<file path="config.mk">
export PLATFORM = sky130hd
export DESIGN_NAME = traffic_timer_ctrl_flat
export DESIGN_NICKNAME = d
export VERILOG_FILES = /design/src/rtl/traffic_timer_ctrl_if.sv /design/src/rtl/traffic_timer_ctrl.sv /design/src/flat_wrapper.sv
export SDC_FILE = /design/constraint.sdc
export NUM_CORES = 1
export LEC_CHECK = 0
export ABC_AREA = 1
export CAP_MARGIN = 15
export CORE_MARGIN = 5
export CORE_UTILIZATION = 48
export DETAILED_ROUTE_END_ITERATION = 16
export HOLD_SLACK_MARGIN = 0.06
export PLACE_DENSITY = 0.69
export SYNTH_ARGS = -nofsm -noshare
export SYNTH_HDL_FRONTEND = slang
export SYNTH_SLANG_ARGS = --single-unit
</file>
<file path="constraint.sdc">
create_clock -name Clk -period 1.9 [get_ports Clk]
set_clock_uncertainty 0.05 [all_clocks]
set_input_delay 0.38 -clock Clk [delete_from_list [all_inputs] [get_ports Clk]]
set_output_delay 0.38 -clock Clk [all_outputs]
set_load 0.02 [all_outputs]
</file>
<file path="src/rtl/traffic_timer_ctrl_if.sv">
// Signal bundle between the traffic-light fsm and its interval timer / car conditioner.
interface traffic_timer_ctrl_if #(
    parameter int unsigned CNT_W = 8
);
    logic             ST;        // start timer, synchronous restart while high
    logic             hold;      // maintenance freeze for the timer counters
    logic             car_raw;   // raw side-road detector, asynchronous, may bounce
    logic             TS;        // short interval expired
    logic             TL;        // long interval expired
    logic             C;         // debounced car present
    logic [CNT_W-1:0] tick_cnt;  // current tick count

    // fsm side: issues ST/hold, owns the detector input, consumes expiry and C
    modport master (
        output ST,
        output hold,
        output car_raw,
        input  TS,
        input  TL,
        input  C,
        input  tick_cnt
    );

    // timer side
    modport slave (
        input  ST,
        input  hold,
        input  car_raw,
        output TS,
        output TL,
        output C,
        output tick_cnt
    );
endinterface

</file>
<file path="src/rtl/traffic_timer_ctrl.sv">
// Interval timer (TS/TL expiry after ST restart) and car-sensor synchronizer/debouncer
// for the traffic-light fsm.
module traffic_timer_ctrl #(
    parameter int unsigned PRESCALE    = 1000,
    parameter int unsigned SHORT_TICKS = 5,
    parameter int unsigned LONG_TICKS  = 25,
    parameter int unsigned DEB_CYCLES  = 4,
    parameter int unsigned CNT_W       = 8
) (
    input logic                  Clk,
    input logic                  reset,
    traffic_timer_ctrl_if.slave  bus
);

    localparam int unsigned PRE_W = (PRESCALE > 1) ? $clog2(PRESCALE) : 1;
    localparam int unsigned DEB_W = $clog2(DEB_CYCLES + 1);

    localparam logic [PRE_W-1:0] PRE_LAST  = PRE_W'(PRESCALE - 1);
    localparam logic [CNT_W-1:0] SHORT_CNT = CNT_W'(SHORT_TICKS);
    localparam logic [CNT_W-1:0] LONG_CNT  = CNT_W'(LONG_TICKS);
    localparam logic [DEB_W-1:0] DEB_LAST  = DEB_W'(DEB_CYCLES);

    // Encoding chosen so TS is bit 0 and TL is bit 1 of the state register.
    typedef enum logic [1:0] {
        RUN   = 2'b00,
        SHORT = 2'b01,
        LONG  = 2'b11
    } state_t;

    state_t           state_q;
    state_t           state_d;
    logic [PRE_W-1:0] pre_cnt_q;
    logic [CNT_W-1:0] tick_cnt_q;
    logic [CNT_W-1:0] tick_cnt_inc;
    logic             tick;

    logic             sync1_q;
    logic             car_s;
    logic [DEB_W-1:0] deb_cnt_q;
    logic [DEB_W-1:0] deb_cnt_inc;
    logic             c_q;

    // Prescaler tick and incremented tick count used by the counters and fsm.
    always_comb begin
        tick         = 1'b0;
        tick_cnt_inc = tick_cnt_q + CNT_W'(1);
        if ((pre_cnt_q == PRE_LAST) && !bus.hold) begin
            tick = 1'b1;
        end
    end

    // Prescaler: ST clears, hold freezes, otherwise counts 0..PRESCALE-1 and wraps.
    always_ff @(posedge Clk or negedge reset) begin
        if (!reset) begin
            pre_cnt_q <= '0;
        end else if (bus.ST) begin
            pre_cnt_q <= '0;
        end else if (!bus.hold) begin
            if (pre_cnt_q == PRE_LAST) begin
                pre_cnt_q <= '0;
            end else begin
                pre_cnt_q <= pre_cnt_q + PRE_W'(1);
            end
        end
    end

    // Tick counter: ST clears, increments on tick, saturates at LONG_TICKS.
    always_ff @(posedge Clk or negedge reset) begin
        if (!reset) begin
            tick_cnt_q <= '0;
        end else if (bus.ST) begin
            tick_cnt_q <= '0;
        end else if (tick && (tick_cnt_q != LONG_CNT)) begin
            tick_cnt_q <= tick_cnt_inc;
        end
    end

    // Interval fsm state register.
    always_ff @(posedge Clk or negedge reset) begin
        if (!reset) begin
            state_q <= RUN;
        end else begin
            state_q <= state_d;
        end
    end

    // Interval fsm next state: advance on the tick that lands the count on a threshold.
    always_comb begin
        state_d = state_q;
        if (bus.ST) begin
            state_d = RUN;
        end else if (tick) begin
            case (state_q)
                RUN: begin
                    if (tick_cnt_inc == SHORT_CNT) begin
                        state_d = SHORT;
                    end
                end
                SHORT: begin
                    if (tick_cnt_inc == LONG_CNT) begin
                        state_d = LONG;
                    end
                end
                LONG: begin
                    state_d = LONG;
                end
                default: begin
                    state_d = RUN;
                end
            endcase
        end
    end

    // Two-flop synchronizer for the asynchronous detector.
    always_ff @(posedge Clk or negedge reset) begin
        if (!reset) begin
            sync1_q <= 1'b0;
            car_s   <= 1'b0;
        end else begin
            sync1_q <= bus.car_raw;
            car_s   <= sync1_q;
        end
    end

    assign deb_cnt_inc = deb_cnt_q + DEB_W'(1);

    // Debouncer: C follows car_s only after DEB_CYCLES consecutive disagreeing cycles.
    always_ff @(posedge Clk or negedge reset) begin
        if (!reset) begin
            deb_cnt_q <= '0;
            c_q       <= 1'b0;
        end else if (car_s == c_q) begin
            deb_cnt_q <= '0;
        end else if (deb_cnt_inc == DEB_LAST) begin
            deb_cnt_q <= '0;
            c_q       <= car_s;
        end else begin
            deb_cnt_q <= deb_cnt_inc;
        end
    end

    assign bus.TS       = state_q[0];
    assign bus.TL       = state_q[1];
    assign bus.C        = c_q;
    assign bus.tick_cnt = tick_cnt_q;

endmodule

</file>
<file path="src/flat_wrapper.sv">
// flat-port wrapper written by rule: the top's interface ports become plain ports
module traffic_timer_ctrl_flat 
#(
    parameter int unsigned PRESCALE    = 1000,
    parameter int unsigned SHORT_TICKS = 5,
    parameter int unsigned LONG_TICKS  = 25,
    parameter int unsigned DEB_CYCLES  = 4,
    parameter int unsigned CNT_W       = 8
)
  (Clk, reset, bus_ST, bus_hold, bus_car_raw, bus_TS, bus_TL, bus_C, bus_tick_cnt);
  traffic_timer_ctrl_if #(.CNT_W(CNT_W)) bus_i ();
  input logic Clk;
  input logic reset;
  input wire logic [$bits(bus_i.ST)-1:0] bus_ST;
  input wire logic [$bits(bus_i.hold)-1:0] bus_hold;
  input wire logic [$bits(bus_i.car_raw)-1:0] bus_car_raw;
  output wire logic [$bits(bus_i.TS)-1:0] bus_TS;
  output wire logic [$bits(bus_i.TL)-1:0] bus_TL;
  output wire logic [$bits(bus_i.C)-1:0] bus_C;
  output wire logic [$bits(bus_i.tick_cnt)-1:0] bus_tick_cnt;
  assign bus_i.ST = bus_ST;
  assign bus_i.hold = bus_hold;
  assign bus_i.car_raw = bus_car_raw;
  assign bus_TS = bus_i.TS;
  assign bus_TL = bus_i.TL;
  assign bus_C = bus_i.C;
  assign bus_tick_cnt = bus_i.tick_cnt;
  traffic_timer_ctrl #(.PRESCALE(PRESCALE), .SHORT_TICKS(SHORT_TICKS), .LONG_TICKS(LONG_TICKS), .DEB_CYCLES(DEB_CYCLES), .CNT_W(CNT_W)) u_core (.Clk(Clk), .reset(reset), .bus(bus_i));
endmodule
</file>
==> impl_metrics.env <==
export IMPL_dr_total_vias=1376
export IMPL_track_usage=0.163
export IMPL_cp_max_fo=7
export IMPL_via_per_inst=5.10
export IMPL_p_sw_uw=342
export IMPL_min_period_ps=1840
export IMPL_initial_core_util=0.500
export IMPL_drive_above_1_share=0.142
export IMPL_relSlewSlack=0.778
export IMPL_cts_root_buf="clkbuf_4"
export IMPL_sw_frac_of_total=0.270
export IMPL_cts_tree="built"
export IMPL_arrival_ps=1410
export IMPL_cts_buffers=3
export IMPL_yosys_warnings=0
export IMPL_cp_slowest_cell="clkdlybuf4s50_1"
export IMPL_worst_ep_required_time_ps=1470
export IMPL_min_path_type="flop to flop"
export IMPL_htreeDepth=1
export IMPL_reg2reg_depth=12
export IMPL_synth_edf_count=0
export IMPL_path_clk_slew_ps=140
export IMPL_r2r_start="u_core.bus.tick_cnt[1]"
export IMPL_yosys_top_cells_area="dfrtp_1, nand2_1, nor2_1"
export IMPL_synth_seq_cells=26
export IMPL_critPathMaxStageDelay_ps=630
export IMPL_startpoint_type="flop"
export IMPL_overflow=0
export IMPL_end_kind="output port"
export IMPL_synthMostInstantiatedCell="nand2_1"
export IMPL_maxCapViolations=0
export IMPL_ant_nets=0
export IMPL_route_detailed_drc=0
export IMPL_critPathKind="flop to output port"
export IMPL_pwr_share_comb=0.189
export IMPL_dpl_hpwl_mm=2.44
export IMPL_hold_depth=0
export IMPL_p_int_uw=926
export IMPL_pwr_share_seq=0.508
export IMPL_total_leakage_power_uw=0.000896
export IMPL_postCtsHoldBufs=0
export IMPL_drt_iter0_markers=110
export IMPL_tns_ps=0
export IMPL_final_max_slew_viol_count=0
export IMPL_antenna_found_initial=0
export IMPL_synth_cell_types=26
export IMPL_synth_top_cell_by_area="dfrtp_1"
export IMPL_io_pins=16
export IMPL_fin_crit_sh=0.968
export IMPL_die_y_um=66.4
export IMPL_fin_util=0.607
export IMPL_synth_top_area_share=0.426
export IMPL_core_um2=3050
export IMPL_crit_buf_inv=1
export IMPL_gp_congestion=0.909
export IMPL_dr_pass1_iters=4
export IMPL_hold_viol=0
export IMPL_cts_sinks=26
export IMPL_dieArea_um2=4410
export IMPL_postSynth_asyncResetShare=1.00
export IMPL_timing_rr_end="u_core.state_q[0]"
export IMPL_nFillCells=292
export IMPL_synth_top_cells_by_count="nand2_1, nor2_1, inv_1"
export IMPL_grt_pass1_wl_mm=5.50
export IMPL_syn_inst=201
export IMPL_grt_pass1_vias=1267
export IMPL_routed_wl_mm=3.35
export IMPL_ys_seq_area_frac=0.426
export IMPL_wl_per_cell_um=12.4
export IMPL_synth_fp_nets=212
export IMPL_status="complete, no violations"
export IMPL_fmax_ghz=0.544
export IMPL_setup_violations=0
export IMPL_grt_max_degree=27
export IMPL_worst_pin_slew_ps=333
export IMPL_num_antenna_cells=0
export IMPL_peakVddDrop_mv=0.328
export IMPL_clk_latency_ps=320
export IMPL_hold_path_end="u_core.car_s"
export IMPL_min_delay_start="u_core.sync1_q"
export IMPL_areaGrowthSynthToFinish_pct=21.5
export IMPL_placement_io_buffers=15
export IMPL_netlist_area_um2=1530
export IMPL_nets=238
export IMPL_rsz0062_at_grt="false"
export IMPL_regToRegSetupSlack_ps=160
export IMPL_die_w_um=66.4
export IMPL_power_density_nw_per_um2=684
export IMPL_rows=20
export IMPL_crit_chain="clkdlybuf4s50_1"
export IMPL_crit_family="buffers and inverters"
export IMPL_pwr_share_clk=0.303
export IMPL_synth_area_per_cell_um2=7.59
export IMPL_synth_ff_type="dfrtp_1"
export IMPL_cts_buffer_depth=2
## repair_timing
| item | in CTS | in global routing |
|---|---|---|
| resized for setup | 5 | 9 |
| gates cloned | 0 | 0 |
| endpoints found under the hold margin | 0 | 0 |
| endpoints found under the setup margin | 4 | 8 |
| buffers inserted | 0 | 2 |
| pin swaps | 0 | 0 |
## power groups by stage
stage               Combinational, uW  Sequential (uW)  Clock (uW)
global placement                  233              650           0
CTS                               242              645         396
global route                      267              654         424
finish                            240              644         384
detailed placement                241              656           0
floorplan                         131              669           0
## cell type report
cell class | instances | area [um^2] | area share
flip-flops and latches | 26 | 658 | 0.355
inverters | 28 | 105 | 0.0567
multi-input cells | 146 | 776 | 0.418
clock inverters | 1 | 30.0 | 0.0162
well taps | 44 | 55.1 | 0.0297
clock buffers | 3 | 22.5 | 0.0121
repair buffers | 22 | 208 | 0.112
## kinds of logic after synthesis
| group | after synthesis | synth area share |
|---|---|---|
| AO/OA/AOI/OAI | 17 | 0.0623 |
| multiplexers | 1 | 0.00738 |
| adder cells (fa/ha/maj) | 6 | 0.0492 |
| buffers and inverters | 29 | 0.0721 |
| XOR/XNOR | 7 | 0.0402 |
| AND/OR/NAND/NOR | 115 | 0.343 |
| flip-flops | 26 | 0.426 |
## worst max path at each step
stage,slack (ps),startpoint,depth (start not counted),endpoint
floorplan,180,u_core.bus.tick_cnt[0],12,u_core.state_q[0]
global placement,130,u_core.bus.tick_cnt[0],12,u_core.state_q[0]
detailed placement,40,u_core.bus.tick_cnt[0],12,u_core.state_q[0]
CTS,10,u_core.bus.tick_cnt[6],1,bus_tick_cnt[6]
global route,8,u_core.bus.tick_cnt[6],1,bus_tick_cnt[6]
finish,60,u_core.bus.tick_cnt[6],1,bus_tick_cnt[6]
## routing by layer
metal	vias up	global-route usage	wire, um
met4	0	0.0635	59
met3	10	0.0323	167
met5	-	0	0
li1	694	-	-
met2	32	0.283	1680
met1	640	0.195	1440
## cell usage in the layout (no fill, tap or decap), drive strengths merged
cell type      instances
nor2                  33
nor3                   6
nand3                 19
xor2                   4
a211oi                 2
dlymetal6s2s           3
buf                    7
bufinv                 1
nand3b                 1
dfrtp                 26
xnor2                  3
dlygate4sd2            2
a22o                   1
nand4                  3
ha                     6
nor4                   2
mux2                   1
clkdlybuf4s50         10
a21oi                  3
o21ai                 10
o22ai                  1
clkbuf                 3
inv                   28
nand2                 51
## through the flow
step	hold WS, ps	instances	total power [uW]	worst slack, ps	instance area [um^2]
finish	315	270	1270	61.2	1850
floorplan	34.4	201	800	181	1530
global route	331	270	1340	8.18	1850
detailed placement	286	264	897	43.0	1760
CTS	318	268	1280	10.1	1820
global placement	283	264	883	128	1760
## state kept, by name, summed over array words and instances, names as in the netlist
| name | flops |
|---|---|
| u_core.pre_cnt_q | 10 |
| u_core.bus.tick_cnt | 8 |
| u_core.deb_cnt_q | 3 |
| u_core.state_q | 2 |
| u_core.bus.C | 1 |
| u_core.car_s | 1 |
| u_core.sync1_q | 1 |
(Power assumes the default switching activity.)
